**src/rtl/contador_modn.sv**
```systemverilog
// Modulo-N up/down digit counter with cascade carry-in, clamped load and terminal-count carry out.
// Optional single-shot saturation (no wrap, sticky fim flag) when CONTADOR_SATURA_EN is defined.
module contador_modn #(
    parameter int MODULUS = 10,
    parameter int WIDTH   = 4
) (
    input  logic             clk,
    input  logic             reset,
    input  logic [WIDTH-1:0] data,
    input  logic             load,
    input  logic             en,
    input  logic             cin,
    input  logic             up,
    output logic [WIDTH-1:0] count,
    output logic             tc,
    output logic             zero,
    output logic             fim
);

    localparam int             LP_M1   = MODULUS - 1;
    localparam logic [WIDTH:0] LP_MOD  = MODULUS[WIDTH:0];
    localparam logic [WIDTH:0] LP_LAST = LP_M1[WIDTH:0];
    localparam logic [WIDTH:0] LP_ONE  = {{WIDTH{1'b0}}, 1'b1};

    logic [WIDTH-1:0] r_count;

    logic [WIDTH:0]   w_cnt_x;
    logic [WIDTH:0]   w_inc;
    logic [WIDTH:0]   w_dec;
    logic             w_step;
    logic             w_at_term;
    logic [WIDTH-1:0] w_up_nxt;
    logic [WIDTH-1:0] w_dn_nxt;
    logic [WIDTH-1:0] w_step_val;
    logic [WIDTH-1:0] w_load_val;

    // Arithmetic is one bit wider so the wrap/clamp compares see the true value;
    // any out-of-range count maps back to 0 (up) or MODULUS-1 (down) on the next step.
    always_comb begin
        w_cnt_x    = {1'b0, r_count};
        w_inc      = w_cnt_x + LP_ONE;
        w_dec      = w_cnt_x - LP_ONE;
        w_step     = en & cin & ~load;
        w_at_term  = up ? (w_cnt_x == LP_LAST) : (r_count == '0);
        w_up_nxt   = (w_inc >= LP_MOD) ? '0 : w_inc[WIDTH-1:0];
        w_dn_nxt   = ((w_dec >= LP_MOD) || (w_cnt_x >= LP_MOD)) ? LP_LAST[WIDTH-1:0]
                                                                 : w_dec[WIDTH-1:0];
        w_step_val = up ? w_up_nxt : w_dn_nxt;
        w_load_val = ({1'b0, data} >= LP_MOD) ? LP_LAST[WIDTH-1:0] : data;
    end

`ifdef CONTADOR_SATURA_EN
    logic r_fim;
    logic r_tc_arm;
    logic w_nxt_term;

    always_comb begin
        w_nxt_term = up ? (w_step_val == LP_LAST[WIDTH-1:0]) : (w_step_val == '0);
    end

    // The counter parks on the terminal value; tc is armed only by the step that
    // arrives there, so a parked digit never keeps carrying into the next one.
    always_ff @(posedge clk or negedge reset) begin
        if (!reset) begin
            r_count  <= '0;
            r_fim    <= 1'b0;
            r_tc_arm <= 1'b0;
        end else if (load) begin
            r_count  <= w_load_val;
            r_fim    <= 1'b0;
            r_tc_arm <= 1'b0;
        end else if (w_step) begin
            if (w_at_term) begin
                r_fim    <= 1'b1;
                r_tc_arm <= 1'b0;
            end else begin
                r_count  <= w_step_val;
                r_tc_arm <= w_nxt_term;
            end
        end
    end

    assign tc  = w_step & r_tc_arm;
    assign fim = r_fim;
`else
    always_ff @(posedge clk or negedge reset) begin
        if (!reset) begin
            r_count <= '0;
        end else if (load) begin
            r_count <= w_load_val;
        end else if (w_step) begin
            r_count <= w_step_val;
        end
    end

    assign tc  = w_step & w_at_term;
    assign fim = 1'b0;
`endif

    assign count = r_count;
    assign zero  = (r_count == '0);

endmodule

```
**config.mk**
```make
export PLATFORM = sky130hd
export DESIGN_NAME = contador_modn
export DESIGN_NICKNAME = d
export VERILOG_FILES = /design/src/rtl/contador_modn.sv
export SDC_FILE = /design/constraint.sdc
export NUM_CORES = 1
export LEC_CHECK = 0
export ABC_AREA = 0
export BUFFER_PORTS_ARGS = -buffer_cell sky130_fd_sc_hd__buf_2
export CORE_AREA = 10 10 47 49
export DETAILED_ROUTE_END_ITERATION = 12
export DIE_AREA = 0 0 57 59
export PLACE_DENSITY_LB_ADDON = 0.1
export SLEW_MARGIN = 5
export SYNTH_ARGS = -nofsm -noshare
export SYNTH_HDL_FRONTEND = slang
export SYNTH_SLANG_ARGS = --single-unit
```
**constraint.sdc**
```tcl
create_clock -name clk -period 3.35 [get_ports clk]
set_input_delay 0 -clock clk [delete_from_list [all_inputs] [get_ports clk]]
set_output_delay 0 -clock clk [all_outputs]
set_load 0.01 [all_outputs]
```
==> impl_metrics.toml, run 1 <==
[layout]
n_fill_cell = 145
final_nets = 114
fin_cells = 112
drive_above_1_share_pct = 21.9
layout_common_cells = "15 x buf_2, 7 x inv_1"
final_common_cell = "buf_2"
largest_reg_flops = 4
areaGrowthSynthToFinish_pct = 14.7
num_antenna_cells = 0

[timing]
slew_headroom_pct = 65.3
hold_slack_ns = 0.0955
fin_setup_tns_ns = 0
max_freq_ghz = 0.415
post-route-min-period_ns = 2.41
hold_viol = 0
skew_ns = 0.00620
setup_viol = 0
fin_crit_sh_pct = 71.9
setup_ws_ns = 0.940
slew_viol_final = 0
grt_setup_unrepaired = "no"
max_slew.worst_pin.slew_ns = 0.520

[run_status]
status = "completed"

[synthesis]
muxShareOfSynthArea_pct = 1.63
avgSynthCellArea_sq_um = 7.39
synth_top_family_by_area = "compound AO/OA/AOI/OAI gates"
synthAdderAreaFrac_pct = 12.2
ys.flop_type = "dfrtp_1"
syn_nets = 99
yosysWarnings = 0
synth-xor-area-share_pct = 2.86
yosysTopAreaCell = "dfrtp_1"
async_reset_ff_share_pct = 100
synth-seq-area-share_pct = 16.3
synth_area_leaders = "dfrtp_1 16%, ha_1 12%, a31oi_1 5.1%, a21oi_1 4.9%, o21ai_0 4.9%"
synthSimpleGateAreaFrac_pct = 27.3
syn_inst = 83
synth_compound_area_share_pct = 28.6
synth.distinct_cells = 32
synth_edf_count = 0
syn_area_sq_um = 613
synth-seq-cells = 4
yosysTopAreaCellShare_pct = 16.3

[critical_path]
path_class = "reg -> reg"
worstPathArrival_ns = 2.56
cp-start-kind = "flop"
worst-path-max-fanout = 12
crit_path_end_kind = "flop"
required_ns = 3.50

[detailed_routing]
wl_mm = 1.54
num_vias = 623
drc = 0
post_drt_wl_per_cell_um = 13.7
drt_pre_antenna_iters = 4
initialDrtViolationCount = 20
ant_nets = 0
via_per_inst = 5.56

[power]
p_per_area_nw_per_um2 = 379
power.leakage_uw = 0.000321
finalPower_uw = 267
vdd_drop_max_mv = 0.234

[die]
die-area_sq_um = 3360
coreArea_sq_um = 1400
die_x_um = 57
io_pins = 17
die_h_um = 59
rows = 14
start_util_pct = 43.7

[global_route]
overflow = 0
grt_max_degree = 17
antenna_found_initial = 0
grt_use_total_pct = 9.07
grt_pass1_vias = 630
grt_pass1_wl_mm = 2.61

[clock_tree]
clockBufferDepth = 2
postCtsSetupRepairBufs = 0
clk_transition_reported_paths_ns = 0.04
numCtsBuffers = 3
htreeDepth = 1
clk_latency_ns = 0.24
clock-sinks = 4
postCtsResizedCells = 0
hold_buffers = 1
cts_tree = "built"
root_buffer = "clkbuf_4"

[placed_design]
place.gp.congestion = 0.812
hpwl_mm = 1.22
post-place-cells = 108
portBuffers = 15
place_ws_ns = 0.981

[hold_path]
hold_class = "in -> async"

[run]
cap_violations = 0
[Yosys cell counts, types with 2 or more instances]
cell,instances
xnor2_1,2
o31ai_1,2
a31oi_1,5
nand2_1,6
ha_1,6
or4_1,2
nand2b_1,3
nor2_1,6
nor3b_1,2
nand3_1,5
a21oi_1,6
o21ai_0,6
buf_2,3
nor3_1,2
dfrtp_1,4
inv_1,7
[metal layers]
metal  vias up  GRT usage, %  part of all wire (%)
met3         2          3.22                   4.9
li1        326             -                     -
met4         0          2.35                  0.91
met1       279          10.3                    45
met5         -             0                     0
met2        16          15.7                    49
[metrics by stage]
step | util (%) | cell area (sq um)
global placement | 47.9 | 671
detailed placement | 47.9 | 671
global route | 50.2 | 703
floorplan | - | 613
finish | 50.2 | 703
CTS | 50.2 | 703
[worst max-delay path, stage by stage, from the launching register on]
cell     delay [ns]
dfrtp_1        0.61
inv_1          0.17
ha_1           0.36
inv_1          0.09
o41ai_4        0.30
a21oi_1        0.13
or4_1          0.52
a31oi_1        0.14
[kinds of logic (layout without fill, tap and decap cells)]
group / after synthesis / in the layout
adder cells (fa/ha/maj): 6 / 6
other: 1 / 1
AO/OA/AOI/OAI: 25 / 25
multiplexers: 1 / 1
flip-flops: 4 / 4
AND/OR/NAND/NOR: 31 / 31
XOR/XNOR: 2 / 2
buffers and inverters: 13 / 26
[layout make-up]
| class | count | area (sq um) | share of cell area (%) |
|---|---|---|---|
| Tap cell | 16 | 20.0 | 2.85 |
| Inverter | 7 | 26.3 | 3.74 |
| Multi-Input combinational cell | 66 | 449 | 63.9 |
| Clock buffer | 3 | 22.5 | 3.20 |
| Sequential cell | 4 | 100 | 14.2 |
| Timing Repair Buffer | 16 | 85.1 | 12.1 |
[worst paths after layout]
check / endpoint / slack (ns) / startpoint / depth (start not counted)
max in group asynchronous: count[1] / 3.13 / reset / 2
worst min-delay path: count[2] / 0.1 / reset / 2
worst max register to register: count[1] / 0.94 / count[1] / 7
worst min register to register: count[3] / 0.88 / count[3] / 2
worst max-delay path: count[1] / 0.94 / count[1] / 7
min in group clk: count[2] / 0.11 / data[3] / 4
[power by group]
group          total [uW]  internal [uW]  switching, uW
Sequential           80.6           54.6           26.0
Clock                60.4           40.1           20.3
Combinational         126           57.5           68.1
Note: power is estimated with default switching activity, not from simulation.
==> run 2: changes to the inputs <==
==> constraint.sdc (replaced) <==
create_clock -name clk -period 2.3 [get_ports clk]
set_input_delay 0 -clock clk [delete_from_list [all_inputs] [get_ports clk]]
set_output_delay 0 -clock clk [all_outputs]
set_load 0.01 [all_outputs]
==> run 2 against run 1 <==
Die area did not move. Cell count up 3.6%. Clock-buffer cell count unchanged.
==> impl_metrics.toml, run 2 (same netlist as run 1, synthesis figures left out) <==
[timing]
fin_crit_sh_pct = 88.5
fin_setup_tns_ns = 0
hold_viol = 0
grt_setup_unrepaired = "no"
setup_ws_ns = 0.264
skew_ns = 0.00384
slew_viol_final = 0
setup_viol = 0
max_freq_ghz = 0.491
post-route-min-period_ns = 2.04

[detailed_routing]
ant_nets = 0
via_per_inst = 5.66
num_vias = 656
initialDrtViolationCount = 21
drt_pre_antenna_iters = 6
drc = 0
post_drt_wl_per_cell_um = 14.4
wl_mm = 1.67

[layout]
final_common_cell = "buf_2"
final_nets = 118
fin_util_pct = 52.3
drive_above_1_share_pct = 25.0
largest_reg_flops = 4
num_antenna_cells = 0
areaGrowthSynthToFinish_pct = 19.6
layout_common_cells = "15 x buf_2, 7 x inv_1"

[global_route]
antenna_found_initial = 0
grt_max_degree = 16
overflow = 0
grt_pass1_wl_mm = 2.90
grt_pass1_vias = 636
grt_use_total_pct = 10.6

[power]
power.leakage_uw = 0.000341
vdd_drop_max_mv = 0.304
p_per_area_nw_per_um2 = 548

[clock_tree]
cts_tree = "built"
postCtsResizedCells = 0
clock-sinks = 4
htreeDepth = 1
root_buffer = "clkbuf_4"
clk_latency_ns = 0.23
clockBufferDepth = 2
clk_transition_reported_paths_ns = 0.04
numCtsBuffers = 3

[die]
die_h_um = 59
die-area_sq_um = 3360
io_pins = 17
start_util_pct = 43.7
rows = 14
die_x_um = 57
coreArea_sq_um = 1400

[critical_path]
required_ns = 2.44
rr_startpoint = "count[0]"
crit_path_end_kind = "flop"
worstPathArrival_ns = 2.18
path_class = "reg -> reg"
cp-start-kind = "flop"
worst-path-max-fanout = 5
startpoint = "count[0]"

[placed_design]
hpwl_mm = 1.31
portBuffers = 15
place_ws_ns = 0.287
place.gp.congestion = 0.786

[run_status]
status = "completed"

[hold_path]
hold_class = "in -> async"

[run]
cap_violations = 0
## run 2: cell count changes in the layout (fill, tap and decap cells not counted), sizes merged
| cell | change |
|---|---|
| buf | +4 |
## run 2: layout make-up
class	count	area (sq um)
clock buffers	3	22.5
multi-input cells	66	449
repair buffers	20	115
well taps	16	20.0
flip-flops and latches	4	100
fillers	149	668
inverters	7	26.3
## run 2: where the power goes
part           switching (uW)  internal [uW]
Clock                    26.3           58.2
Combinational             131           95.9
Sequential               10.6           80.1
## run 2: what timing repair did
action                                 CTS  global route
hold buffers                             1             0
endpoints found under the hold margin    4             0
setup buffers                            0             0
## run 2: final timing paths
| kind | endpoint | slack (ns) | cells past startpoint |
|---|---|---|---|
| max | count[2] | 0.26 | 7 |
| min | count[0] | 0.1 | 2 |
| max reg2reg | count[2] | 0.26 | 7 |
| min reg2reg | count[0] | 0.79 | 4 |
| max in group asynchronous | count[2] | 2.07 | 2 |
| min in group clk | count[1] | 0.10 | 4 |
## run 2: worst max-delay path: stages (launching register included)
cell,delay (ns)
dfrtp_1,0.35
inv_1,0.10
ha_1,0.35
inv_1,0.09
o41ai_4,0.30
a21oi_1,0.12
or3_2,0.46
a31oi_1,0.18
## run 2: stage by stage
step | instance area (sq um) | hold slack (ns) | total power (uW) | instances
floorplan | 613 | -0.296 | 256 | 83
CTS | 733 | 0.0948 | 405 | 116
detailed placement | 701 | -0.189 | 315 | 112
global route | 733 | 0.118 | 438 | 116
global placement | 701 | -0.188 | 318 | 112
finish | 733 | 0.0957 | 402 | 116
## run 2: per-layer routing
| metal | share of wire [%] | GRT usage [%] |
|---|---|---|
| met5 | 0 | 0 |
| met4 | 2.5 | 5.70 |
| met3 | 4.4 | 2.58 |
| met2 | 49 | 17.8 |
| met1 | 44 | 12.1 |
